$ cat src/rtl/reg_dump_pkg.sv
// Shared definitions for the register snapshot/dump engine: default widths,
// beat tag encodings and the sequencer state type.
// Optional feature macro: REG_DUMP_CHECKSUM_EN (adds a trailing XOR beat).
package reg_dump_pkg;

  localparam int DEF_DATA_W = 32;
  localparam int DEF_ADDR_W = 5;
  localparam int DEF_CYC_W  = 32;

  localparam logic [7:0] TAG_PC       = 8'h40;
  localparam logic [7:0] TAG_ALU      = 8'h41;
  localparam logic [7:0] TAG_REG_BASE = 8'h80;
  localparam logic [7:0] TAG_CSUM     = 8'hFF;

  // Dump sequencer states. SEND_CSUM is only reachable when the checksum
  // beat is built in.
  typedef enum logic [3:0] {
    ST_IDLE,
    ST_ARMED,
    ST_SEND_PC,
    ST_SEND_ALU,
    ST_READ_REG,
    ST_SEND_REG,
    ST_SEND_CSUM,
    ST_FINISH,
    ST_DONE
  } dump_state_t;

  // Tag for a register beat: the register index lives in the low bits.
  function automatic logic [7:0] regTag(input logic [7:0] idx);
    return TAG_REG_BASE | idx;
  endfunction

endpackage

$ cat src/rtl/reg_dump_unit_out_reg.sv
// Single-entry valid/ready holding register for the dump stream. It accepts
// a new beat when it is empty or when its current beat is leaving, so valid
// is always a registered signal and never a function of the sink's ready.
module dump_out_reg
  import reg_dump_pkg::*;
#(
  parameter int DATA_W = DEF_DATA_W
) (
  input  logic              clk,
  input  logic              rst,
  input  logic              i_valid,
  input  logic [7:0]        i_tag,
  input  logic [DATA_W-1:0] i_data,
  output logic              o_ready,
  output logic              o_valid,
  output logic [7:0]        o_tag,
  output logic [DATA_W-1:0] o_data,
  input  logic              i_ready
);

  logic              r_valid;
  logic [7:0]        r_tag;
  logic [DATA_W-1:0] r_data;
  logic              w_load;

  assign o_ready = !r_valid || i_ready;
  assign w_load  = i_valid && o_ready;

  // Hold the beat steady until the sink takes it; tag/data keep their last
  // value after the transfer since valid alone qualifies them.
  always_ff @(posedge clk or posedge rst) begin
    if (rst) begin
      r_valid <= 1'b0;
      r_tag   <= '0;
      r_data  <= '0;
    end else if (w_load) begin
      r_valid <= 1'b1;
      r_tag   <= i_tag;
      r_data  <= i_data;
    end else if (r_valid && i_ready) begin
      r_valid <= 1'b0;
    end
  end

  assign o_valid = r_valid;
  assign o_tag   = r_tag;
  assign o_data  = r_data;

endmodule

$ cat src/rtl/reg_dump_unit.sv
// Hardware snapshot/dump engine. Counts cycles from reset; once armed it
// waits for the trigger cycle, freezes PC and the EX-stage ALU result, then
// walks a register range through a private read port and streams every
// value out as tagged beats over a valid/ready channel.
// Optional feature macro: REG_DUMP_CHECKSUM_EN -- appends a beat carrying the
// XOR of all earlier beat payloads of the dump.
module reg_dump_unit
  import reg_dump_pkg::*;
#(
  parameter int DATA_W = DEF_DATA_W,
  parameter int ADDR_W = DEF_ADDR_W,
  parameter int CYC_W  = DEF_CYC_W
) (
  input  logic              clk,
  input  logic              rst,
  input  logic              arm,
  input  logic [CYC_W-1:0]  trig_cycle,
  input  logic [ADDR_W-1:0] first_reg,
  input  logic [ADDR_W-1:0] last_reg,
  input  logic [DATA_W-1:0] pc_in,
  input  logic [DATA_W-1:0] aluout_in,
  output logic [ADDR_W-1:0] rf_rd_addr,
  input  logic [DATA_W-1:0] rf_rd_data,
  output logic              dump_valid,
  input  logic              dump_ready,
  output logic [7:0]        dump_tag,
  output logic [DATA_W-1:0] dump_data,
  output logic [CYC_W-1:0]  cycle_count,
  output logic              busy,
  output logic              done
);

  dump_state_t       r_state;
  dump_state_t       w_next;

  logic [CYC_W-1:0]  r_cycle;
  logic [CYC_W-1:0]  r_trig;
  logic [ADDR_W-1:0] r_first;
  logic [ADDR_W-1:0] r_last;
  logic [ADDR_W-1:0] r_idx;
  logic [DATA_W-1:0] r_pcSnap;
  logic [DATA_W-1:0] r_aluSnap;
  logic [DATA_W-1:0] r_regData;

  logic              w_armAccept;
  logic              w_fire;
  logic              w_xfer;
  logic              w_bufReady;
  logic              w_slotFree;
  logic              w_push;
  logic [7:0]        w_pushTag;
  logic [DATA_W-1:0] w_pushData;
  dump_state_t       w_afterLast;

`ifdef REG_DUMP_CHECKSUM_EN
  logic [DATA_W-1:0] r_csum;
  assign w_afterLast = ST_SEND_CSUM;
`else
  assign w_afterLast = ST_FINISH;
`endif

  assign w_armAccept = arm && ((r_state == ST_IDLE) || (r_state == ST_DONE));
  assign w_fire      = (r_state == ST_ARMED) && (r_cycle >= r_trig);
  assign w_xfer      = dump_valid && dump_ready;
  // A send state issues its beat only into an empty holding register, so
  // every beat is pushed exactly once and the state then waits for the
  // sink to take it.
  assign w_slotFree  = w_bufReady && !dump_valid;

  // Free-running cycle counter, starting at 1 out of reset and sticking at
  // all-ones rather than wrapping.
  always_ff @(posedge clk or posedge rst) begin
    if (rst) begin
      r_cycle <= CYC_W'(1);
    end else if (r_cycle != {CYC_W{1'b1}}) begin
      r_cycle <= r_cycle + CYC_W'(1);
    end
  end

  // Sequencer state register.
  always_ff @(posedge clk or posedge rst) begin
    if (rst) begin
      r_state <= ST_IDLE;
    end else begin
      r_state <= w_next;
    end
  end

  // Next-state decode and beat issue: each send state offers one beat and
  // advances only when that beat leaves on the output channel.
  always_comb begin
    w_next     = r_state;
    w_push     = 1'b0;
    w_pushTag  = '0;
    w_pushData = '0;
    case (r_state)
      ST_IDLE: begin
        if (arm) w_next = ST_ARMED;
      end
      ST_ARMED: begin
        if (w_fire) w_next = ST_SEND_PC;
      end
      ST_SEND_PC: begin
        w_push     = w_slotFree;
        w_pushTag  = TAG_PC;
        w_pushData = r_pcSnap;
        if (w_xfer) w_next = ST_SEND_ALU;
      end
      ST_SEND_ALU: begin
        w_push     = w_slotFree;
        w_pushTag  = TAG_ALU;
        w_pushData = r_aluSnap;
        if (w_xfer) w_next = (r_first > r_last) ? w_afterLast : ST_READ_REG;
      end
      ST_READ_REG: begin
        w_next = ST_SEND_REG;
      end
      ST_SEND_REG: begin
        w_push     = w_slotFree;
        w_pushTag  = regTag(8'(r_idx));
        w_pushData = r_regData;
        if (w_xfer) w_next = (r_idx == r_last) ? w_afterLast : ST_READ_REG;
      end
`ifdef REG_DUMP_CHECKSUM_EN
      ST_SEND_CSUM: begin
        w_push     = w_slotFree;
        w_pushTag  = TAG_CSUM;
        w_pushData = r_csum;
        if (w_xfer) w_next = ST_FINISH;
      end
`endif
      ST_FINISH: begin
        w_next = ST_DONE;
      end
      ST_DONE: begin
        if (arm) w_next = ST_ARMED;
      end
      default: begin
        w_next = ST_IDLE;
      end
    endcase
  end

  // Configuration capture at arm, snapshot at the trigger edge, and the
  // register walk. The index stops at last_reg so it never wraps past 31.
  always_ff @(posedge clk or posedge rst) begin
    if (rst) begin
      r_trig    <= '0;
      r_first   <= '0;
      r_last    <= '0;
      r_idx     <= '0;
      r_pcSnap  <= '0;
      r_aluSnap <= '0;
      r_regData <= '0;
    end else begin
      if (w_armAccept) begin
        r_trig  <= trig_cycle;
        r_first <= first_reg;
        r_last  <= last_reg;
      end
      if (w_fire) begin
        r_pcSnap  <= pc_in;
        r_aluSnap <= aluout_in;
        r_idx     <= r_first;
      end
      if (r_state == ST_READ_REG) begin
        r_regData <= rf_rd_data;
      end
      if ((r_state == ST_SEND_REG) && w_xfer && (r_idx != r_last)) begin
        r_idx <= r_idx + ADDR_W'(1);
      end
    end
  end

`ifdef REG_DUMP_CHECKSUM_EN
  // Running XOR of every payload pushed in this dump, restarted at the
  // trigger; the checksum beat itself is not folded in.
  always_ff @(posedge clk or posedge rst) begin
    if (rst) begin
      r_csum <= '0;
    end else if (w_fire) begin
      r_csum <= '0;
    end else if (w_push && (r_state != ST_SEND_CSUM)) begin
      r_csum <= r_csum ^ w_pushData;
    end
  end
`endif

  dump_out_reg #(
    .DATA_W (DATA_W)
  ) u_outReg (
    .clk     (clk),
    .rst     (rst),
    .i_valid (w_push),
    .i_tag   (w_pushTag),
    .i_data  (w_pushData),
    .o_ready (w_bufReady),
    .o_valid (dump_valid),
    .o_tag   (dump_tag),
    .o_data  (dump_data),
    .i_ready (dump_ready)
  );

  assign rf_rd_addr  = r_idx;
  assign cycle_count = r_cycle;
  assign busy        = (r_state != ST_IDLE) && (r_state != ST_DONE);
  assign done        = (r_state == ST_FINISH);

endmodule
$ cat config.mk
export PLATFORM = sky130hd
export DESIGN_NAME = reg_dump_unit
export DESIGN_NICKNAME = d
export VERILOG_FILES = /design/src/rtl/reg_dump_pkg.sv /design/src/rtl/reg_dump_unit_out_reg.sv /design/src/rtl/reg_dump_unit.sv
export SDC_FILE = /design/constraint.sdc
export NUM_CORES = 1
export LEC_CHECK = 0
export ABC_AREA = 1
export BUFFER_PORTS_ARGS = -buffer_cell sky130_fd_sc_hd__buf_2
export CAP_MARGIN = 5
export CORE_MARGIN = 2
export CORE_UTILIZATION = 59
export DETAILED_ROUTE_END_ITERATION = 10
export GPL_TIMING_DRIVEN = 0
export PLACE_DENSITY = 0.85
export SLEW_MARGIN = 5
export SYNTH_ARGS = -nofsm -noshare
export SYNTH_HDL_FRONTEND = slang
export SYNTH_SLANG_ARGS = --single-unit
$ cat constraint.sdc
create_clock -name clk -period 12.74 [get_ports clk]
set_input_delay 0.637 -clock clk [delete_from_list [all_inputs] [get_ports clk]]
set_output_delay 0.637 -clock clk [all_outputs]
set_load 0.01 [all_outputs]
==> summary.md <==
| Metric | Value |
|---|---|
| Status | `complete, no violations` |
| Max-Cap Viols | `0` |
| DP Wirelength | `20.7 mm` |
| Row Count | `49` |
| GRT Total Usage | `30.1%` |
| Grt total ovfl | `0` |
| Ratio of cells with drive above 1 in the final layout | `26.0%` |
| Final Hold Slack | `0.211 ns` |
| Slew Viols, Final | `0` |
| Post-CTS setup buffer count | `0` |
| Starting Density | `59.5%` |
| CP Cell Sequence | `ha_1 -> nand2_1 -> nor2_1 -> nand2_1 -> o21ai_1 -> nor2_1 -> nand2_1 -> nand2_1 -> nand2_1 -> nand2_2 -> buf_2 -> nand2_1 -> nand2_1` |
| Root buffer cell | `clkbuf_16` |
| Critical path's largest stage delay | `0.44 ns` |
| CTS clk-pin slew, worst paths | `0.06 ns` |
| Worst-margin pin slew | `0.800 ns` |
| Final Net Count | `1629` |
| First-pass GRT wire length | `46.5 mm` |
| Final period utilization | `17.9%` |
| Vias per Instance | `5.60` |
| IO buf count | `220` |
| Slowest-stage cell, CP | `dfrtp_1` |
| Crit Path Class | `reg -> reg` |
| Register area share after synthesis | `51.6%` |
| TNS Setup | `0 ns` |
| Iter 0 DRT Violations | `703` |
| I/O Pins | `222` |
| Power per cell area | `194 nW/um^2` |
| Vias in the first global route | `9218` |
| Sink Count | `219` |
| CP Buf/Inv Count | `1` |
| CP delay by family, top | `simple AND/OR/NAND/NOR gates` |
| Core Footprint | `17800 sq um` |
| Mean Syn Cell Area | `8.84 sq um` |
| Die span in x | `138 microns` |
| Final cell count without fillers | `1699` |
| Most used cell, CP | `nand2_1` |
| DRC Markers | `0` |
| Hold Buf Count CTS | `0` |
| CTS tree | `done` |
| Die area | `19100 sq um` |
| Post-Syn Area | `10600 sq um` |
| Final WL | `28.5 mm` |
| Placed Instances | `1651` |
| CTS buffer count | `24` |
| Hold Fails Final Rpt | `0` |
| Syn Inst Count | `1201` |
| CP max FO | `10` |
| Clk buf depth | `3` |
| Vias | `9520` |
| Synth warn | `0` |
| Pre-antenna DRT Iters | `5` |
| Minimum clock period after layout | `2.28 ns` |
| Pwr Total | `0.00249 W` |
| Worst vdd ir | `0.000163 V` |
| Post-DR wirelength/cell | `16.8 microns` |
| RSZ-0062 raised after global routing | `false` |
| CP startpoint kind | `flop` |
| Fill count | `1323` |
| Clock Skews | `0.0118 ns` |
| FF+latch count, synth | `219` |
| Final-report setup violation count | `0` |
| Leak | `6.49 nW` |
| Routability cong. | `0.922` |
| Most frequent cells in the layout | `nand2_1, buf_2, dfrtp_1, nor2_1, nand3_1` |
| Chip height | `138 microns` |
| H-Tree Depth | `1` |
| Relative slew slack | `46.6%` |
| Largest net degree at the start of global routing | `130` |
| Antenna Violating Nets Remaining | `0` |
| Max Fclk | `438 MHz` |
| Worst EP required | `13.13 ns` |
| CP Capture Type | `flop` |
| Resized cells post-CTS | `0` |
| Worst-Skew Late Latency | `0.51 ns` |
| Syn nets | `1382` |
| Commonest non-fill, non-tap cell in the layout | `nand2_1` |
| Library cells used by synthesis | `41` |
| Antenna violations before repair | `5` |
| Min-delay worst type | `in -> async` |
| Crit path arrival time | `2.67 ns` |
| Area grow syn2layout | `21.1%` |
-- final cells by class --
| class | count | area [sq um] | area share, % |
|---|---|---|---|
| plain buffers | 53 | 310 | 2.41 |
| clock buffers | 36 | 737 | 5.73 |
| repair buffers | 221 | 1130 | 8.78 |
| well taps | 229 | 287 | 2.23 |
| inverters | 90 | 345 | 2.69 |
| flip-flops and latches | 219 | 5480 | 42.6 |
| diodes | 5 | 12.5 | 0.0973 |
| multi-input cells | 839 | 4490 | 34.9 |
| clock inverters | 7 | 63.8 | 0.496 |
-- cell usage after synthesis (all sizes together) --
cell	instances	share of area, %
xor2	13	1.1
nor3	14	0.95
mux2	39	4.1
nand4	13	0.97
or2	7	0.41
nor4	4	0.24
dfstp	1	0.25
nor4b	1	0.082
buf	45	2.6
ha	39	4.6
a21o	2	0.14
clkbuf	8	0.28
o211ai	2	0.14
nand3	108	5.1
inv	90	3.2
o21a	2	0.14
o21ai	14	0.66
xnor2	12	0.99
nor2	115	4.4
dfrtp	218	51
conb	1	0.035
a31oi	14	0.82
nand2	353	13
a41oi	18	1.5
a21oi	68	3.2
-- metal layers --
metal	wire length, microns	track usage (%)	vias to the layer above
li1	-	-	4431
met1	12100	42.7	4563
met2	13200	47.4	435
met3	1960	4.75	91
met4	1170	11.3	0
met5	0	0	-
-- sequential cells by signal (all words and copies together) (netlist names), 4 cells and up --
name / flops
u_outReg.o_data: 32
r_trig: 32
r_last: 5
r_aluSnap: 32
r_regData: 32
rf_rd_addr: 5
r_state: 4
r_first: 5
cycle_count: 32
r_pcSnap: 32
u_outReg.o_tag: 7
-- through the flow --
| step | setup slack [ns] | instance area (sq um) | utilization [%] |
|---|---|---|---|
| 6_report | 10.46 | 12900 | 72.1 |
| 5_1_grt | 10.24 | 12900 | 72.1 |
| 4_1_cts | 10.44 | 12800 | 72.0 |
| 3_5_place_dp | 10.48 | 12000 | 67.5 |
| 3_3_place_gp | 3.80 | 12000 | 67.3 |
| 2_1_floorplan | 6.11 | 10600 | - |
-- path summary, 6_finish.rpt --
check                      slack, ns  depth (start not counted)                   endpoint                        start
max reg2reg                    10.46                         13  r_aluSnap[22]$_DFFE_PP0P_  cycle_count[15]$_DFFE_PP0P_
min in group clk                0.35                          2   r_regData[6]$_DFFE_PP0P_                rf_rd_data[6]
max                            10.46                         13  r_aluSnap[22]$_DFFE_PP0P_  cycle_count[15]$_DFFE_PP0P_
min                             0.21                          2  rf_rd_addr[2]$_DFFE_PP0P_                          rst
min reg2reg                     0.47                          2  r_aluSnap[11]$_DFFE_PP0P_    r_aluSnap[11]$_DFFE_PP0P_
max in group asynchronous      11.49                          3   r_pcSnap[15]$_DFFE_PP0P_                          rst
-- power by group --
group	switching (W)	internal (W)
logic	0.000494	0.000307
clock network	0.000275	0.000419
registers	0.000109	0.000885
total	0.000877	0.00161
-- worst register-to-register path: cells and delay by family, from the launching register on --
kind / cells / cell delay (ns)
compound gates: 1 / 0.14
simple gates: 10 / 1.00
buf+inv: 1 / 0.25
flops: 1 / 0.44
fa+ha+maj: 1 / 0.33
-- logic make-up after synthesis --
family / Yosys count / synth area share (%)
XOR/XNOR: 25 / 2.06
flip-flops: 219 / 51.6
AO/OA/AOI/OAI: 120 / 6.60
buffers and inverters: 143 / 6.10
multiplexers: 39 / 4.14
other: 1 / 0.0353
adder cells (fa/ha/maj): 39 / 4.59
AND/OR/NAND/NOR: 615 / 24.9
No activity file was read; power rests on OpenSTA's default activity.
